File: src/rtl/maze_walker_if.sv
// maze_walker_if: signal bundle between the video pipeline and the maze walker controller.
// The pipeline side is master; the controller side is slave.
interface maze_walker_if #(
    parameter int COORD_W = 10
);
    logic               params_valid;
    logic [COORD_W-1:0] start_x;
    logic [COORD_W-1:0] start_y;
    logic               frame_start;
    logic               hold;
    logic               sense_valid;
    logic               wall_front;
    logic               wall_left;
    logic               wall_right;
    logic               sense_req;
    logic [COORD_W-1:0] pos_x;
    logic [COORD_W-1:0] pos_y;
    logic [3:0]         heading;
    logic [9:0]         move_cnt;
    logic               done;
    logic               stuck;

    modport master (
        output params_valid, start_x, start_y, frame_start, hold,
        output sense_valid, wall_front, wall_left, wall_right,
        input  sense_req, pos_x, pos_y, heading, move_cnt, done, stuck
    );

    modport slave (
        input  params_valid, start_x, start_y, frame_start, hold,
        input  sense_valid, wall_front, wall_left, wall_right,
        output sense_req, pos_x, pos_y, heading, move_cnt, done, stuck
    );
endinterface

File: src/rtl/maze_walker_ctrl.sv
// maze_walker_ctrl: per-frame left-hand wall-following sequencer for the maze agent.
// One accepted decision per frame; flags exit reached (done) or failure (stuck).
module maze_walker_ctrl #(
    parameter int COORD_W     = 10,
    parameter int STEP        = 8,
    parameter int X_MAX       = 701,
    parameter int Y_MAX       = 287,
    parameter int EDGE_MARGIN = 8,
    parameter int MAX_MOVES   = 1023,
    parameter int STUCK_TURNS = 2
) (
    input logic          clk,
    input logic          reset,
    maze_walker_if.slave bus
);
    localparam int CW1  = COORD_W + 1;
    localparam int NM_W = $clog2(STUCK_TURNS + 1);
    localparam logic [CW1-1:0]     STEP_W    = CW1'(STEP);
    localparam logic [CW1-1:0]     X_MAX_W   = CW1'(X_MAX);
    localparam logic [CW1-1:0]     Y_MAX_W   = CW1'(Y_MAX);
    localparam logic [COORD_W-1:0] STEP_C    = COORD_W'(STEP);
    localparam logic [COORD_W-1:0] X_MAX_C   = COORD_W'(X_MAX);
    localparam logic [COORD_W-1:0] Y_MAX_C   = COORD_W'(Y_MAX);
    localparam logic [COORD_W-1:0] LO_EDGE   = COORD_W'(EDGE_MARGIN);
    localparam logic [COORD_W-1:0] X_HI_EDGE = COORD_W'(X_MAX - EDGE_MARGIN);
    localparam logic [COORD_W-1:0] Y_HI_EDGE = COORD_W'(Y_MAX - EDGE_MARGIN);
    localparam logic [9:0]         MC_MAX    = 10'(MAX_MOVES);
    localparam logic [NM_W-1:0]    NM_LIM    = NM_W'(STUCK_TURNS);

    typedef enum logic [2:0] {IDLE, LOAD, SENSE, DECIDE, DONE, STUCK} state_t;

    state_t             state, state_nxt;
    logic [COORD_W-1:0] x_q, y_q, x_nxt, y_nxt, x_mv, y_mv;
    logic [CW1-1:0]     x_add, y_add;
    logic [3:0]         hd_q, hd_nxt, hd_mv;
    logic [9:0]         mc_q, mc_nxt, mc_mv;
    logic [NM_W-1:0]    nm_q, nm_nxt, nm_mv;
    logic [2:0]         walls_q, walls_nxt;
    logic               req_q, done_q, done_nxt, stuck_q, stuck_nxt;
    logic               step, x_sat, y_sat, at_exit, give_up;

    // walls_q is {left, front, right}; heading bits are {down, left, up, right}
    always_comb begin
        step    = ~&walls_q;
        hd_mv   = !walls_q[2] ? {hd_q[2:0], hd_q[3]} :
                  !walls_q[1] ? hd_q :
                  !walls_q[0] ? {hd_q[0], hd_q[3:1]} : {hd_q[1:0], hd_q[3:2]};
        x_add   = {1'b0, x_q} + STEP_W;
        y_add   = {1'b0, y_q} + STEP_W;
        x_sat   = step && ((hd_mv[0] && x_add > X_MAX_W) || (hd_mv[2] && {1'b0, x_q} < STEP_W));
        y_sat   = step && ((hd_mv[3] && y_add > Y_MAX_W) || (hd_mv[1] && {1'b0, y_q} < STEP_W));
        x_mv    = !step    ? x_q :
                  hd_mv[0] ? (x_sat ? X_MAX_C : x_add[COORD_W-1:0]) :
                  hd_mv[2] ? (x_sat ? '0 : x_q - STEP_C) : x_q;
        y_mv    = !step    ? y_q :
                  hd_mv[3] ? (y_sat ? Y_MAX_C : y_add[COORD_W-1:0]) :
                  hd_mv[1] ? (y_sat ? '0 : y_q - STEP_C) : y_q;
        mc_mv   = (step && mc_q != 10'h3ff) ? mc_q + 10'd1 : mc_q;
        nm_mv   = step ? '0 : nm_q + NM_W'(1);
        at_exit = x_sat || y_sat || (mc_mv != '0 && (x_mv <= LO_EDGE || x_mv >= X_HI_EDGE ||
                                                     y_mv <= LO_EDGE || y_mv >= Y_HI_EDGE));
        give_up = nm_mv == NM_LIM || mc_mv == MC_MAX;
    end

    always_comb begin
        state_nxt = state;
        x_nxt     = x_q;
        y_nxt     = y_q;
        hd_nxt    = hd_q;
        mc_nxt    = mc_q;
        nm_nxt    = nm_q;
        walls_nxt = walls_q;
        done_nxt  = done_q;
        stuck_nxt = stuck_q;
        if (state != IDLE && !bus.params_valid) begin
            state_nxt = IDLE;
        end else begin
            case (state)
                IDLE: state_nxt = bus.params_valid ? LOAD : IDLE;
                LOAD: begin
                    x_nxt     = bus.start_x;
                    y_nxt     = bus.start_y;
                    hd_nxt    = 4'b1000;
                    mc_nxt    = '0;
                    nm_nxt    = '0;
                    done_nxt  = 1'b0;
                    stuck_nxt = 1'b0;
                    state_nxt = SENSE;
                end
                // a frame_start coinciding with sense_valid is not consumed here
                SENSE: if (bus.sense_valid) begin
                    walls_nxt = {bus.wall_left, bus.wall_front, bus.wall_right};
                    state_nxt = DECIDE;
                end
                DECIDE: if (bus.frame_start && !bus.hold) begin
                    x_nxt     = x_mv;
                    y_nxt     = y_mv;
                    hd_nxt    = hd_mv;
                    mc_nxt    = mc_mv;
                    nm_nxt    = nm_mv;
                    done_nxt  = at_exit;
                    stuck_nxt = !at_exit && give_up;
                    state_nxt = at_exit ? DONE : give_up ? STUCK : SENSE;
                end
                default: ;
            endcase
        end
    end

    always_ff @(posedge clk or negedge reset) begin
        if (!reset) begin
            state   <= IDLE;
            x_q     <= '0;
            y_q     <= '0;
            hd_q    <= 4'b1000;
            mc_q    <= '0;
            nm_q    <= '0;
            walls_q <= '0;
            req_q   <= 1'b0;
            done_q  <= 1'b0;
            stuck_q <= 1'b0;
        end else begin
            state   <= state_nxt;
            x_q     <= x_nxt;
            y_q     <= y_nxt;
            hd_q    <= hd_nxt;
            mc_q    <= mc_nxt;
            nm_q    <= nm_nxt;
            walls_q <= walls_nxt;
            req_q   <= state_nxt == SENSE;
            done_q  <= done_nxt;
            stuck_q <= stuck_nxt;
        end
    end

    assign bus.sense_req = req_q;
    assign bus.pos_x     = x_q;
    assign bus.pos_y     = y_q;
    assign bus.heading   = hd_q;
    assign bus.move_cnt  = mc_q;
    assign bus.done      = done_q;
    assign bus.stuck     = stuck_q;
endmodule

File: src/flat_wrapper.sv
// flat-port wrapper written by rule: the top's interface ports become plain ports
module maze_walker_ctrl_flat 
#(
    parameter int COORD_W     = 10,
    parameter int STEP        = 8,
    parameter int X_MAX       = 701,
    parameter int Y_MAX       = 287,
    parameter int EDGE_MARGIN = 8,
    parameter int MAX_MOVES   = 1023,
    parameter int STUCK_TURNS = 2
)
  (clk, reset, bus_params_valid, bus_start_x, bus_start_y, bus_frame_start, bus_hold, bus_sense_valid, bus_wall_front, bus_wall_left, bus_wall_right, bus_sense_req, bus_pos_x, bus_pos_y, bus_heading, bus_move_cnt, bus_done, bus_stuck);
  maze_walker_if #(.COORD_W(COORD_W)) bus_i ();
  input logic clk;
  input logic reset;
  input wire logic [$bits(bus_i.params_valid)-1:0] bus_params_valid;
  input wire logic [$bits(bus_i.start_x)-1:0] bus_start_x;
  input wire logic [$bits(bus_i.start_y)-1:0] bus_start_y;
  input wire logic [$bits(bus_i.frame_start)-1:0] bus_frame_start;
  input wire logic [$bits(bus_i.hold)-1:0] bus_hold;
  input wire logic [$bits(bus_i.sense_valid)-1:0] bus_sense_valid;
  input wire logic [$bits(bus_i.wall_front)-1:0] bus_wall_front;
  input wire logic [$bits(bus_i.wall_left)-1:0] bus_wall_left;
  input wire logic [$bits(bus_i.wall_right)-1:0] bus_wall_right;
  output wire logic [$bits(bus_i.sense_req)-1:0] bus_sense_req;
  output wire logic [$bits(bus_i.pos_x)-1:0] bus_pos_x;
  output wire logic [$bits(bus_i.pos_y)-1:0] bus_pos_y;
  output wire logic [$bits(bus_i.heading)-1:0] bus_heading;
  output wire logic [$bits(bus_i.move_cnt)-1:0] bus_move_cnt;
  output wire logic [$bits(bus_i.done)-1:0] bus_done;
  output wire logic [$bits(bus_i.stuck)-1:0] bus_stuck;
  assign bus_i.params_valid = bus_params_valid;
  assign bus_i.start_x = bus_start_x;
  assign bus_i.start_y = bus_start_y;
  assign bus_i.frame_start = bus_frame_start;
  assign bus_i.hold = bus_hold;
  assign bus_i.sense_valid = bus_sense_valid;
  assign bus_i.wall_front = bus_wall_front;
  assign bus_i.wall_left = bus_wall_left;
  assign bus_i.wall_right = bus_wall_right;
  assign bus_sense_req = bus_i.sense_req;
  assign bus_pos_x = bus_i.pos_x;
  assign bus_pos_y = bus_i.pos_y;
  assign bus_heading = bus_i.heading;
  assign bus_move_cnt = bus_i.move_cnt;
  assign bus_done = bus_i.done;
  assign bus_stuck = bus_i.stuck;
  maze_walker_ctrl #(.COORD_W(COORD_W), .STEP(STEP), .X_MAX(X_MAX), .Y_MAX(Y_MAX), .EDGE_MARGIN(EDGE_MARGIN), .MAX_MOVES(MAX_MOVES), .STUCK_TURNS(STUCK_TURNS)) u_core (.clk(clk), .reset(reset), .bus(bus_i));
endmodule
File: config.mk
export PLATFORM = sky130hd
export DESIGN_NAME = maze_walker_ctrl_flat
export DESIGN_NICKNAME = d
export VERILOG_FILES = /design/src/rtl/maze_walker_if.sv /design/src/rtl/maze_walker_ctrl.sv /design/src/flat_wrapper.sv
export SDC_FILE = /design/constraint.sdc
export NUM_CORES = 1
export LEC_CHECK = 0
export ABC_AREA = 0
export CAP_MARGIN = 10
export CORE_MARGIN = 8
export CORE_UTILIZATION = 30
export DETAILED_ROUTE_END_ITERATION = 12
export GPL_TIMING_DRIVEN = 1
export PLACE_DENSITY = 0.52
export SLEW_MARGIN = 10
export SYNTH_ARGS = -nofsm -noshare
export SYNTH_HDL_FRONTEND = slang
export SYNTH_SLANG_ARGS = --single-unit
File: constraint.sdc
create_clock -name clk -period 5.5 [get_ports clk]
set_clock_uncertainty 0.15 [all_clocks]
set_input_delay 1.1 -clock clk [delete_from_list [all_inputs] [get_ports clk]]
set_output_delay 1.1 -clock clk [all_outputs]
set_load 0.005 [all_outputs]
=== Yosys cells after proc, flatten, opt, wreduce, memory -nomap -nowiden ===
Cells that the tools add are included.

* $lt $le $gt $ge: 8
* Bitwise operators: 1
* Multiplexer cells: 36
* $add $sub $neg: 6
* Equality and inequality tests: 8
* Reduce and logical (&&, ||, !) cells: 30

{| class="wikitable"
|+ Operator list
! cell !! number
|-
| $mux 10 || 14
|-
| $pmux 10 s2 || 3
|-
| $add 10x4->11 const B || 2
|-
| $le 10x4->1 const B || 2
|-
| $lt 10x4->1 const B || 2
|-
| $sub 10x4->10 const B || 2
|-
| $mux 4 || 4
|-
| $mux 3 || 5
|-
| $pmux 3 s4 || 1
|-
| $gt 11x10->1 const B || 1
|-
| $gt 11x9->1 const B || 1
|-
| $logic_and 1x1->1 || 11
|-
| $add 10x1->10 const B || 1
|-
| $eq 10x10->1 const B || 1
|-
| $ge 10x10->1 const B || 1
|-
| $ge 10x9->1 const B || 1
|-
| $ne 10x10->1 const B || 1
|-
| $reduce_bool 10->1 || 1
|-
| $eq 3x2->1 const B || 3
|-
| $reduce_and 3->1 || 3
|-
| $logic_or 1x1->1 || 8
|-
| $pmux 4 s2 || 1
|-
| $logic_not 1->1 || 4
|-
| $mux 2 || 2
|-
| 11 further kinds || 14
|}

* Bits in registers: 45
* Word-level logic and storage cells: 99
* Input port bits: 29
* Output and inout port bits: 37

=== Depth between registers and ports, before layout ===
Gate-level depths: netlist of run 1.

* Word-level depth: 21
* Mapped depth: 14
* Gate-level depth less buffers: 13

=== Worst setup path before layout of run 1 ===
Ideal clock, no wire load.

* Kind: register -> register
* Start point: reg u_core.x_q[6], in the netlist u_core.bus.pos_x[6]
* End point: reg u_core.state[1]
* Setup time: 0.122 ns
* Path slack: 2.101 ns
* Stages on the path, launching flop included: 12
* Required time: 5.228 ns
* Buffers on the path: 1
* Period minus slack after synthesis: 3.399 ns
* Arrival: 3.127 ns
* Cell sequence: dfrtp_1 -> or4_4 -> or4_4 -> or3_1 -> clkbuf_2 -> o21a_2 -> a221o_2 -> nor4_1 -> o21a_1 -> o41ai_2 -> nor3_1 -> nor2_1

* Cells in the longest elaborated chain, start to end: 19
* Elaborated cells on any way between the ends: 25
* Those cells by class: add/sub (2); order compare (4); mux (9); reduce/logical (10)

{| class="wikitable"
|+ Ends and longest elaborated chain
! element !! line !! source
|-
| start, declared || maze_walker_ctrl.sv:33 || <nowiki>logic [COORD_W-1:0] x_q, y_q, x_nxt, y_nxt, x_mv, y_mv;</nowiki>
|-
| start signal, assigned || maze_walker_ctrl.sv:124 || <nowiki>x_q <= x_nxt;</nowiki>
|-
| $add 10x4->11 || maze_walker_ctrl.sv:48 || <nowiki>x_add = {1'b0, x_q} + STEP_W;</nowiki>
|-
| $gt 11x10->1 || maze_walker_ctrl.sv:50 || <nowiki>x_sat = step && ((hd_mv[0] && x_add > X_MAX_W) || (hd_mv[2] && {1'b0, x_q} < STEP_W));</nowiki>
|-
| $logic_and 1x1->1 || maze_walker_ctrl.sv:50 ||
|-
| $logic_or 1x1->1 || maze_walker_ctrl.sv:50 ||
|-
| $logic_and 1x1->1 || maze_walker_ctrl.sv:50 ||
|-
| $mux 10 (2 in series) || maze_walker_ctrl.sv:54 || <nowiki>hd_mv[2] ? (x_sat ? '0 : x_q - STEP_C) : x_q;</nowiki>
|-
| $mux 10 || maze_walker_ctrl.sv:53 || <nowiki>hd_mv[0] ? (x_sat ? X_MAX_C : x_add[COORD_W-1:0]) :</nowiki>
|-
| $mux 10 || maze_walker_ctrl.sv:52 || <nowiki>x_mv = !step ? x_q :</nowiki>
|-
| [... 3 more ...] || - ||
|-
| $logic_or 1x1->1 || maze_walker_ctrl.sv:61 || <nowiki>y_mv <= LO_EDGE || y_mv >= Y_HI_EDGE));</nowiki>
|-
| $logic_and 1x1->1 || maze_walker_ctrl.sv:60 || <nowiki>at_exit = x_sat || y_sat || (mc_mv != '0 && (x_mv <= LO_EDGE || x_mv >= X_HI_EDGE ||</nowiki>
|-
| $logic_or 1x1->1 * || maze_walker_ctrl.sv:60 ||
|-
| $mux 3 * || maze_walker_ctrl.sv:103 || <nowiki>state_nxt = at_exit ? DONE : give_up ? STUCK : SENSE;</nowiki>
|-
| $mux 3 * || maze_walker_ctrl.sv:95 || <nowiki>DECIDE: if (bus.frame_start && !bus.hold) begin</nowiki>
|-
| $pmux 3 s4 * || maze_walker_ctrl.sv:78 || <nowiki>case (state)</nowiki>
|-
| $mux 3 * || maze_walker_ctrl.sv:75 || <nowiki>if (state != IDLE && !bus.params_valid) begin</nowiki>
|-
| net u_core.state_nxt[1] || maze_walker_ctrl.sv:32 || <nowiki>state_t state, state_nxt;</nowiki>
|-
| end signal, assigned || maze_walker_ctrl.sv:123 || <nowiki>state <= state_nxt;</nowiki>
|-
| end, declared || maze_walker_ctrl.sv:32 ||
|}

The timed path passes the listed nets; every way through them passes the cells marked *.
A chain may end at the register's enable or synchronous reset.

=== Worst setup path in the final report of run 1 ===
* Start point: reg u_core.y_q[3], in the netlist u_core.bus.pos_y[3]
* End point: reg u_core.req_q, in the netlist u_core.bus.sense_req

* Cells in the longest elaborated chain, start to end: 19
* Elaborated cells on any way between the ends: 25
* Those cells by class: add/sub (2); order compare (4); eq/ne (1); mux (9); reduce/logical (9)

{| class="wikitable"
|+ Ends and longest elaborated chain
! element !! line !! source
|-
| start, declared || maze_walker_ctrl.sv:33 ||
|-
| start signal, assigned || maze_walker_ctrl.sv:125 || <nowiki>y_q <= y_nxt;</nowiki>
|-
| $add 10x4->11 || maze_walker_ctrl.sv:49 || <nowiki>y_add = {1'b0, y_q} + STEP_W;</nowiki>
|-
| $gt 11x9->1 || maze_walker_ctrl.sv:51 || <nowiki>y_sat = step && ((hd_mv[3] && y_add > Y_MAX_W) || (hd_mv[1] && {1'b0, y_q} < STEP_W));</nowiki>
|-
| $logic_and 1x1->1 || maze_walker_ctrl.sv:51 ||
|-
| $logic_or 1x1->1 || maze_walker_ctrl.sv:51 ||
|-
| $logic_and 1x1->1 || maze_walker_ctrl.sv:51 ||
|-
| $mux 10 (2 in series) || maze_walker_ctrl.sv:57 || <nowiki>hd_mv[1] ? (y_sat ? '0 : y_q - STEP_C) : y_q;</nowiki>
|-
| $mux 10 || maze_walker_ctrl.sv:56 || <nowiki>hd_mv[3] ? (y_sat ? Y_MAX_C : y_add[COORD_W-1:0]) :</nowiki>
|-
| $mux 10 || maze_walker_ctrl.sv:55 || <nowiki>y_mv = !step ? y_q :</nowiki>
|-
| [... 2 more ...] || - ||
|-
| $logic_or 1x1->1 || maze_walker_ctrl.sv:61 ||
|-
| $logic_and 1x1->1 || maze_walker_ctrl.sv:60 ||
|-
| $logic_or 1x1->1 * || maze_walker_ctrl.sv:60 ||
|-
| $mux 3 * || maze_walker_ctrl.sv:103 ||
|-
| $mux 3 * || maze_walker_ctrl.sv:95 ||
|-
| $pmux 3 s4 * || maze_walker_ctrl.sv:78 ||
|-
| $mux 3 * || maze_walker_ctrl.sv:75 ||
|-
| $eq 3x2->1 * || maze_walker_ctrl.sv:130 || <nowiki>req_q <= state_nxt == SENSE;</nowiki>
|-
| end signal, assigned || maze_walker_ctrl.sv:119 || <nowiki>req_q <= 1'b0;</nowiki>
|-
| end signal, assigned || maze_walker_ctrl.sv:130 ||
|-
| end, declared || maze_walker_ctrl.sv:39 || <nowiki>logic req_q, done_q, done_nxt, stuck_q, stuck_nxt;</nowiki>
|}

Every way passes the cells marked *; elsewhere a longest branch is shown, timed or not.

==> results.yml, run 1 <==
sta:
  setup_viol: 0
  tightest_slew_ps: 844
  hold_viol: 0
  drv_slew: 0
  slew_headroom: 0.423
  rsz0062_at_grt: "false"
  whs_ps: 366
  finalCritPeriodShare: 0.724
  max_freq_mhz: 251
  fin_setup_tns_ps: 0
  layout_min_cycle_time_ps: 3980
logic_synthesis:
  yosysTopAreaCell: "dfrtp_1"
  synth_edf_count: 0
  yosys.area_share.simple: 0.274
  synth_nets: 535
  async_reset_ff_frac: 1.00
  synthMuxAreaShare: 0.0415
  synthAdderAreaFrac: 0.0230
  synth-compound-area-share: 0.293
  synthCells: 499
  ys_warn_count: 0
  synth_top_family_by_area: "compound AO/OA/AOI/OAI gates"
  syn_area_sq_um: 3800
  synth_area_leaders: "dfrtp_1, o21ai_0, nand2_1, a21oi_1, nor2_1"
  synth_top_area_share: 0.290
  synthXorXnorAreaFrac: 0.0230
  ys_types: 69
  synth_flop_cell: "dfrtp_1"
  post_synth.cell_area_avg_sq_um: 7.62
  ys_seq_elements: 45
  yosysSeqAreaShare: 0.296
global_route:
  grt_pass1_vias: 3882
  grt_pass1_wl_um: 20900
  grt_overflow: 0
  antenna_found_initial: 0
  grt_max_degree: 46
  track_usage: 0.159
routing:
  route.vias.total: 4014
  routed_via_density: 5.64
  drc: 0
  drt_first_iter_violations: 363
  wl_per_cell_um: 18.2
  drtAntennaViolNets: 0
  totalWireLength_um: 13000
  drt_pass1_iterations: 5
clock_tree:
  clockBufferDepth: 2
  worstSkewPairLatency_ps: 300
  post_cts_resized: 0
  tritoncts: "yes"
  cts_htree_levels: 2
  cts_root_buf: "clkbuf_16"
  hold_buffers: 0
  clkTransAtPathRegs_ps: 70
  cts_inserted_buffers: 5
  post-cts-setup-buffer-count: 0
  cts.sinks: 45
critical_path:
  worstPathArrival_ps: 4050
  timing.rr.start: "u_core.bus.pos_y[3]"
  path_class: "reg2reg"
  cp_common_cell: "a32oi_1"
  path_max_fanout: 12
  r2r_end: "u_core.bus.sense_req"
  crit_end: "u_core.bus.sense_req"
  slowest_delay_ps: 700
  endpoint_kind: "flip-flop"
  worst-r2r-setup-slack_ps: 1520
  cp-startpoint: "u_core.bus.pos_y[3]"
  worst-r2r-cell-count: 12
  critPathLaunchType: "flip-flop"
  cp_cell_sequence: "ha_1 > or4_1 > a32oi_1 > a22oi_1 > or4b_2 > a32oi_1 > nor3_1 > nand4_1 > o211ai_2 > o41ai_2 > nand2b_1 > a31oi_1"
  worst-endpoint-required_ps: 5570
  crit_path_top_delay_cell: "or4b_2"
layout:
  diodes: 0
  layout.nets: 575
  final_common_cell: "clkdlybuf4s50_1"
  synthToLayoutAreaGrowth_pct: 23.2
  drive_gt1_frac: 0.0741
  num-fill-cells: 1334
  most-common-layout-cells: "clkdlybuf4s50_1, nand2_1, o21ai_0, dfrtp_1, nor2_1"
  design_area_sq_um: 4680
die:
  start_util: 0.304
  num_rows: 41
  ios: 66
  die_w_um: 129
  design.core.area_sq_um: 12500
  die_h_um: 129
  dieArea_sq_um: 16500
run_status:
  status: "finished clean"
worst_hold_path:
  hold_path_class: "reg2reg"
pwr:
  p_per_area_nw_per_um2: 425
  irDropWorstVdd_v: 0.000128
  p_leak_nw: 1.78
flow_run:
  cap_violations: 0
placed_design:
  place_congestion: 0.883
  hpwlAfterDp_um: 9190
  io_buffers: 65
  place_area_sq_um: 4550
## state kept, by name, indices dropped and copies added, names as in the netlist
signal / count
u_core.bus.stuck: 1
u_core.nm_q: 2
u_core.bus.done: 1
u_core.bus.pos_x: 10
u_core.state: 3
u_core.bus.pos_y: 10
u_core.bus.sense_req: 1
u_core.walls_q: 3
u_core.bus.heading: 4
u_core.bus.move_cnt: 10
## where the power goes
group	switching, mW	internal, mW	total (mW)
logic	0.612	0.489	1.10
clock network	0.139	0.170	0.309
registers	0.180	0.401	0.581
total	0.932	1.06	1.99
## stage by stage
step / total power [mW] / util / instances / setup WS [ps]
2_1_floorplan: 1.29 / - / 499 / 2100
3_3_place_gp: 1.67 / 0.363 / 704 / 1710
3_5_place_dp: 1.67 / 0.363 / 704 / 1590
4_1_cts: 1.99 / 0.374 / 712 / 1560
5_1_grt: 2.15 / 0.374 / 712 / 1290
6_report: 1.99 / 0.374 / 712 / 1520
## synthesized netlist by cell type (4+ instances only)
library cell,n
a211oi_1,6
a21oi_1,32
a221o_1,4
a31oi_1,10
a32oi_1,4
a41oi_1,4
and2_1,6
and3_1,6
buf_2,4
clkbuf_1,27
dfrtp_1,44
ha_1,7
inv_1,9
mux2_2,6
mux2i_1,9
nand2_1,63
nand2b_1,11
nand3_1,14
nand4_1,12
nor2_1,36
nor2b_1,7
nor3_1,17
nor4_1,6
o21ai_0,63
o31ai_1,8
or2_2,6
or3_1,5
xnor2_1,6
xor2_1,4
## routing by layer
layer	track usage	share of wire
met2	0.251	0.46
met5	0	0
met4	0.0594	0.019
met3	0.0364	0.061
met1	0.207	0.46
## layout make-up
type	instances	area [sq um]	area share
clock buffers	8	136	0.0291
inverters	9	33.8	0.00721
multi-input cells	408	2490	0.531
flip-flops and latches	45	1130	0.241
well taps	172	215	0.0459
repair buffers	70	683	0.146
## cell families after synthesis
family	after synthesis
mux	15
fa+ha+maj	7
simple gates	206
compound gates	170
xor+xnor	10
buf+inv	46
flops	45
## worst max-delay path, delay by kind of cell, from the launching register on
family	cells	cell delay (ps)
AOI/OAI and AO/OA	6	1350
adders and majority gates	1	310
DFF	1	520
and+or+nand+nor	5	1580
## how the worst min path moves through the flow
stage | from | to | slack, ps | cells after the start
2_1_floorplan | u_core.nm_q[1] | u_core.nm_q[1] | 310 | 2
3_3_place_gp | u_core.nm_q[1] | u_core.nm_q[1] | 330 | 2
3_5_place_dp | u_core.nm_q[1] | u_core.nm_q[1] | 360 | 2
4_1_cts | u_core.nm_q[1] | u_core.nm_q[1] | 370 | 2
5_1_grt | u_core.nm_q[0] | u_core.nm_q[0] | 400 | 1
6_report | u_core.nm_q[0] | u_core.nm_q[0] | 370 | 1
No activity file was read; power rests on OpenSTA's default activity.
==> run 2, diff against run 1 <==
- PLACE_DENSITY: 0.52 -> 0.54
- clock period: 5.5 -> 3.4 ns (I/O delays scaled with it)
==> run 2 against run 1 <==
  * The run now ends with negative setup slack left
  * Fmax is 17% higher
  * Clock-buffer cell count is 2 lower
  * Combinational power is 150% higher
  * Power is 100% higher
  * Critical path depth is 2 higher
  * Die area stayed put
  * First-iteration DRC count is 1.4% lower
  * Setup slack worse by 1500 ps
  * Non-clock buffer count is 82 higher
  * Via count is 6.4% higher
  * Global-route usage is 0.86 points higher
  * Critical endpoint unchanged
  * Largest power group unchanged
==> results.yml, run 2 (synthesized netlist as in run 1, its figures left out) <==
worst_hold_path:
  holdPathEnd: "u_core.nm_q[1]"
  hold_path_class: "reg2reg"
  min_path_cells: 2
  hp-start: "u_core.nm_q[1]"
global_route:
  track_usage: 0.167
  grt_pass1_wl_um: 22000
  antenna_found_initial: 0
  grt_max_degree: 46
  grt_overflow: 0
  grt_pass1_vias: 4166
sta:
  drv_slew: 0
  max_freq_mhz: 294
  finalCritPeriodShare: 1.00
  whs_ps: 364
  fin_ws_ps: -2.19
  setup_viol: 2
  rsz0062_at_grt: "true"
  layout_min_cycle_time_ps: 3400
  slew_headroom: 0.294
  hold_viol: 0
  tightest_slew_ps: 1060
critical_path:
  worst-r2r-setup-slack_ps: -2
  r2r_end: "u_core.bus.sense_req"
  critPathLaunchType: "flip-flop"
  worst-r2r-cell-count: 14
  worstPathArrival_ps: 3480
  worst-endpoint-required_ps: 3470
  path_class: "reg2reg"
  cp_common_cell: "buf_4"
  crit_path_top_delay_cell: "or4_4"
  cp_cell_sequence: "ha_2 > or4_4 > a32oi_2 > a22oi_2 > buf_4 > buf_4 > nor4_2 > a21o_1 > nor3_2 > nand4_1 > o211ai_2 > o41ai_4 > nand2b_1 > a31oi_1"
  path_max_fanout: 3
  timing.rr.start: "u_core.bus.pos_y[3]"
  slowest_delay_ps: 530
  endpoint_kind: "flip-flop"
layout:
  multiInputGateArea_sq_um: 2630
  most-common-layout-cells: "buf_4, clkdlybuf4s50_1, nand2_1, o21ai_0, dfrtp_1"
  synthToLayoutAreaGrowth_pct: 44.2
  drive_gt1_frac: 0.233
  final_common_cell: "buf_4"
  seqCellArea_sq_um: 1130
  layout.nets: 657
  diodes: 0
  num-fill-cells: 1290
clock_tree:
  cts.sinks: 45
  tritoncts: "yes"
  worstSkewPairLatency_ps: 310
  cts_htree_levels: 2
  cts_root_buf: "clkbuf_16"
  cts_inserted_buffers: 5
  clockBufferDepth: 2
  clkTransAtPathRegs_ps: 70
run_status:
  violations: "negative setup slack"
  status: "finished, violations left"
placed_design:
  io_buffers: 65
  hpwlAfterDp_um: 10200
  place_congestion: 0.857
routing:
  drt_pass1_iterations: 5
  drt_first_iter_violations: 358
  drc: 0
  totalWireLength_um: 13700
  route.vias.total: 4269
  drtAntennaViolNets: 0
  routed_via_density: 5.38
  wl_per_cell_um: 17.3
die:
  ios: 66
  die_w_um: 129
  start_util: 0.304
  dieArea_sq_um: 16500
  num_rows: 41
  die_h_um: 129
  design.core.area_sq_um: 12500
flow_run:
  cap_violations: 0
pwr:
  irDropWorstVdd_v: 0.000272
  p_total_mw: 4.05
  p_per_area_nw_per_um2: 739
  p_leak_nw: 2.23
[run 2: what timing repair did]
item / in CTS / in global routing
pin swaps: 13 / 14
hold buffers: 0 / 0
hold endpoints to repair: 0 / 0
setup buffers: 4 / 3
resized for setup: 12 / 18
setup endpoints to repair: 4 / 6
[run 2: worst max path at each step]
stage                            to           startpoint  slack, ps
2_1_floorplan       u_core.state[1]  u_core.bus.pos_x[6]          1
3_3_place_gp   u_core.bus.sense_req  u_core.bus.pos_y[3]       -130
3_5_place_dp   u_core.bus.sense_req  u_core.bus.pos_y[3]       -150
4_1_cts        u_core.bus.sense_req  u_core.bus.pos_y[4]        -20
5_1_grt        u_core.bus.sense_req  u_core.bus.pos_y[3]       -220
6_report       u_core.bus.sense_req  u_core.bus.pos_y[3]         -2
[run 2: cell type report]
| type | instances | share of cell area |
|---|---|---|
| clock inverter | 2 | 0.00319 |
| timing repair buffer | 152 | 0.241 |
| clock buffer | 6 | 0.0253 |
| sequential | 45 | 0.206 |
| tap | 172 | 0.0393 |
| multi-input combinational | 408 | 0.479 |
| inverter | 9 | 0.00616 |
[run 2: power breakdown]
group	leakage (nW)	switching (mW)	internal, mW
Combinational	1.58	1.38	1.36
Sequential	0.580	0.119	0.651
Clock	0.0775	0.243	0.297
Total	2.23	1.74	2.31
[run 2: metrics by stage]
stage          TNS [ps]  utilization  setup WS [ps]  cells  area (sq um)
2_1_floorplan         0            -           1.46    499          3800
3_3_place_gp       -295        0.409           -134    779          5120
3_5_place_dp       -352        0.409           -151    779          5120
4_1_cts           -24.9        0.429          -17.9    791          5370
5_1_grt            -668        0.438           -218    794          5480
6_report          -2.90        0.438          -2.19    794          5480
[run 2: worst max-delay path: cells and delay by family (launching register included)]
family	cells	cell delay, ps
flip-flops	1	390
AO/OA/AOI/OAI	6	1190
adder cells (fa/ha/maj)	1	200
AND/OR/NAND/NOR	5	1100
buffers and inverters	2	300
[run 2: routing by layer]
layer  track usage  part of all wire  vias up
met4        0.0422             0.014        0
li1              -                 -     2102
met3        0.0426             0.051       14
met2         0.274              0.47       88
met1         0.215              0.47     2065
met5             0                 0        -
==> run 3, diff against run 2 <==
- ABC_AREA: 0 -> 1
- PLACE_DENSITY: 0.54 -> 0.53
- clock period: 3.4 -> 3.45 ns (I/O delays scaled with it)
==> run 3 against run 2 <==
  * Power increased by 5.6%
  * Sequential cell count unchanged
  * Clock-buffer cell count unchanged
  * Fmax increased by 11%
  * Combinational power increased by 3%
  * Largest power group unchanged
  * Wire length decreased by 17%
  * Sequential share of layout area increased by 4.2 points
  * Via count decreased by 9.4%
  * The flow now finishes without violations
  * Critical endpoint unchanged
  * Synthesized cell count increased by 9.4%
==> results.yml, run 3 <==
run_status:
  status: "finished clean"
logic_synthesis:
  synthCells: 546
  async_reset_ff_frac: 1.00
  ys_types: 32
  synth_area_leaders: "dfrtp_1, nand2_1, o21ai_0, inv_1, nor2_1"
  synth_commonest_cells: "nand2_1, o21ai_0, inv_1"
  ys_warn_count: 0
  synth_edf_count: 0
  yosysMostFrequentCell: "nand2_1"
  syn_area_sq_um: 3530
  post_synth.cell_area_avg_sq_um: 6.47
  synth_flop_cell: "dfrtp_1"
  ys_seq_elements: 45
  yosysSeqAreaShare: 0.319
  synth_top_area_share: 0.312
  synth_nets: 582
  yosysTopAreaCell: "dfrtp_1"
layout:
  synthToLayoutAreaGrowth_pct: 29.5
  num-fill-cells: 1228
  final_common_cell: "nand2_1"
  drive_gt1_frac: 0.0810
  layout.nets: 652
  diodes: 0
  most-common-layout-cells: "nand2_1, o21ai_0, clkdlybuf4s50_1, inv_1, nor2_1"
sta:
  layout_min_cycle_time_ps: 3070
  setup_viol: 0
  hold_viol: 0
  fin_setup_tns_ps: 0
  finalCritPeriodShare: 0.889
  tightest_slew_ps: 1050
  fin_ws_ps: 381
  whs_ps: 343
  max_freq_mhz: 326
  slew_headroom: 0.298
  drv_slew: 0
  rsz0062_at_grt: "false"
flow_run:
  cap_violations: 0
global_route:
  grt_max_degree: 46
  antenna_found_initial: 0
  track_usage: 0.144
  grt_pass1_vias: 3730
  grt_overflow: 0
  grt_pass1_wl_um: 18900
worst_hold_path:
  hold_path_class: "reg2reg"
  hp-start: "u_core.nm_q[1]"
  min_path_cells: 1
  holdPathEnd: "u_core.nm_q[1]"
routing:
  wl_per_cell_um: 15.1
  route.vias.total: 3868
  drt_pass1_iterations: 5
  drc: 0
  routed_via_density: 5.09
  drt_first_iter_violations: 225
  totalWireLength_um: 11400
  drtAntennaViolNets: 0
die:
  dieArea_sq_um: 15500
  num_rows: 39
  design.core.area_sq_um: 11500
  start_util: 0.308
  die_h_um: 125
  die_w_um: 125
  ios: 66
pwr:
  irDropWorstVdd_v: 0.000340
  p_per_area_nw_per_um2: 934
  p_leak_nw: 2.09
critical_path:
  worst-r2r-cell-count: 19
  worst-r2r-setup-slack_ps: 380
  path_max_fanout: 5
  path_class: "reg2reg"
  endpoint_kind: "flip-flop"
  timing.rr.start: "u_core.bus.move_cnt[0]"
  worstPathArrival_ps: 3100
  r2r_end: "u_core.bus.sense_req"
  critPathLaunchType: "flip-flop"
  worst-endpoint-required_ps: 3480
placed_design:
  pre_cts_ws_ps: 233
  place_congestion: 0.853
  io_buffers: 65
  hpwlAfterDp_um: 8870
clock_tree:
  tritoncts: "yes"
  cts_root_buf: "clkbuf_16"
  clkTransAtPathRegs_ps: 70
  clockBufferDepth: 2
  worstSkewPairLatency_ps: 290
  cts_htree_levels: 2
  cts.sinks: 45
  cts_inserted_buffers: 5
-- run 3: changes by cell type in the layout (fill, tap and decap cells not counted), moves of 14 or more --
| cell | delta |
|---|---|
| buf_4 | -68 |
| inv_1 | +53 |
| nand2_1 | +71 |
| nand3_1 | +20 |
| nor2_1 | +20 |
| xor2_1 | +14 |
-- run 3: critical path, cell delays in order, from the launching register on --
cell	delay, ps
dfrtp_1	440
ha_1	250
nand3_1	130
nor2_1	60
nand3_1	60
nand2_1	140
inv_1	150
nand4_1	130
nor2_1	180
nand3_1	130
xor2_1	180
nor4_1	250
and2_1	180
nand2_1	50
nand2_1	80
inv_1	50
nand3_2	80
nand2_1	70
a21oi_2	140
nor2_1	60
-- run 3: power by group --
group	switching (mW)	total, mW	internal (mW)
Combinational	1.74	2.83	1.09
Clock	0.214	0.484	0.270
Sequential	0.259	0.963	0.704
Total	2.21	4.28	2.06
-- run 3: cell type report --
cell class | count | area (sq um) | share of cell area
clock buffers | 6 | 129 | 0.0282
clock inverters | 2 | 16.3 | 0.00355
inverters | 67 | 251 | 0.0550
multi-input cells | 417 | 2110 | 0.461
flip-flops and latches | 45 | 1130 | 0.247
well taps | 143 | 179 | 0.0391
repair buffers | 80 | 758 | 0.166
-- run 3: cells by family after synthesis --
family	after synthesis	share of synthesized area
flip-flops	45	0.319
XOR/XNOR	19	0.0471
buffers and inverters	84	0.0907
AO/OA/AOI/OAI	131	0.200
adder cells (fa/ha/maj)	7	0.0248
AND/OR/NAND/NOR	260	0.318
-- run 3: timing repair --
| item | in CTS | in global routing |
|---|---|---|
| gates resized for setup | 0 | 7 |
| setup buffers | 0 | 3 |
| endpoints found under the setup margin | 0 | 6 |
| hold buffers | 0 | 0 |
-- run 3: per-stage QoR --
stage	utilization	std cells	total power, mW	area, sq um
global route	0.399	760	4.72	4580
detailed placement	0.383	749	3.74	4390
global placement	0.383	749	3.75	4390
CTS	0.395	757	4.25	4530
finish	0.399	760	4.28	4580
floorplan	-	546	2.76	3530
-- run 3: worst max path at each step --
stage	startpoint	end	slack, ps
final	u_core.bus.move_cnt[0]	u_core.bus.sense_req	380
after global routing	u_core.bus.pos_y[3]	u_core.bus.sense_req	30
after CTS	u_core.bus.pos_x[3]	u_core.bus.sense_req	230
after detailed placement	u_core.bus.pos_x[3]	u_core.bus.sense_req	230
after global placement	u_core.bus.pos_x[3]	u_core.bus.sense_req	330
after floorplan	u_core.bus.pos_x[3]	u_core.bus.sense_req	650
-- run 3: routing by layer --
metal / routed length, um / up-vias / track usage
li1: - / 1943 / -
met1: 5300 / 1800 / 0.182
met2: 5440 / 115 / 0.244
met3: 550 / 10 / 0.0264
met4: 142 / 0 / 0.0397
met5: 0 / - / 0
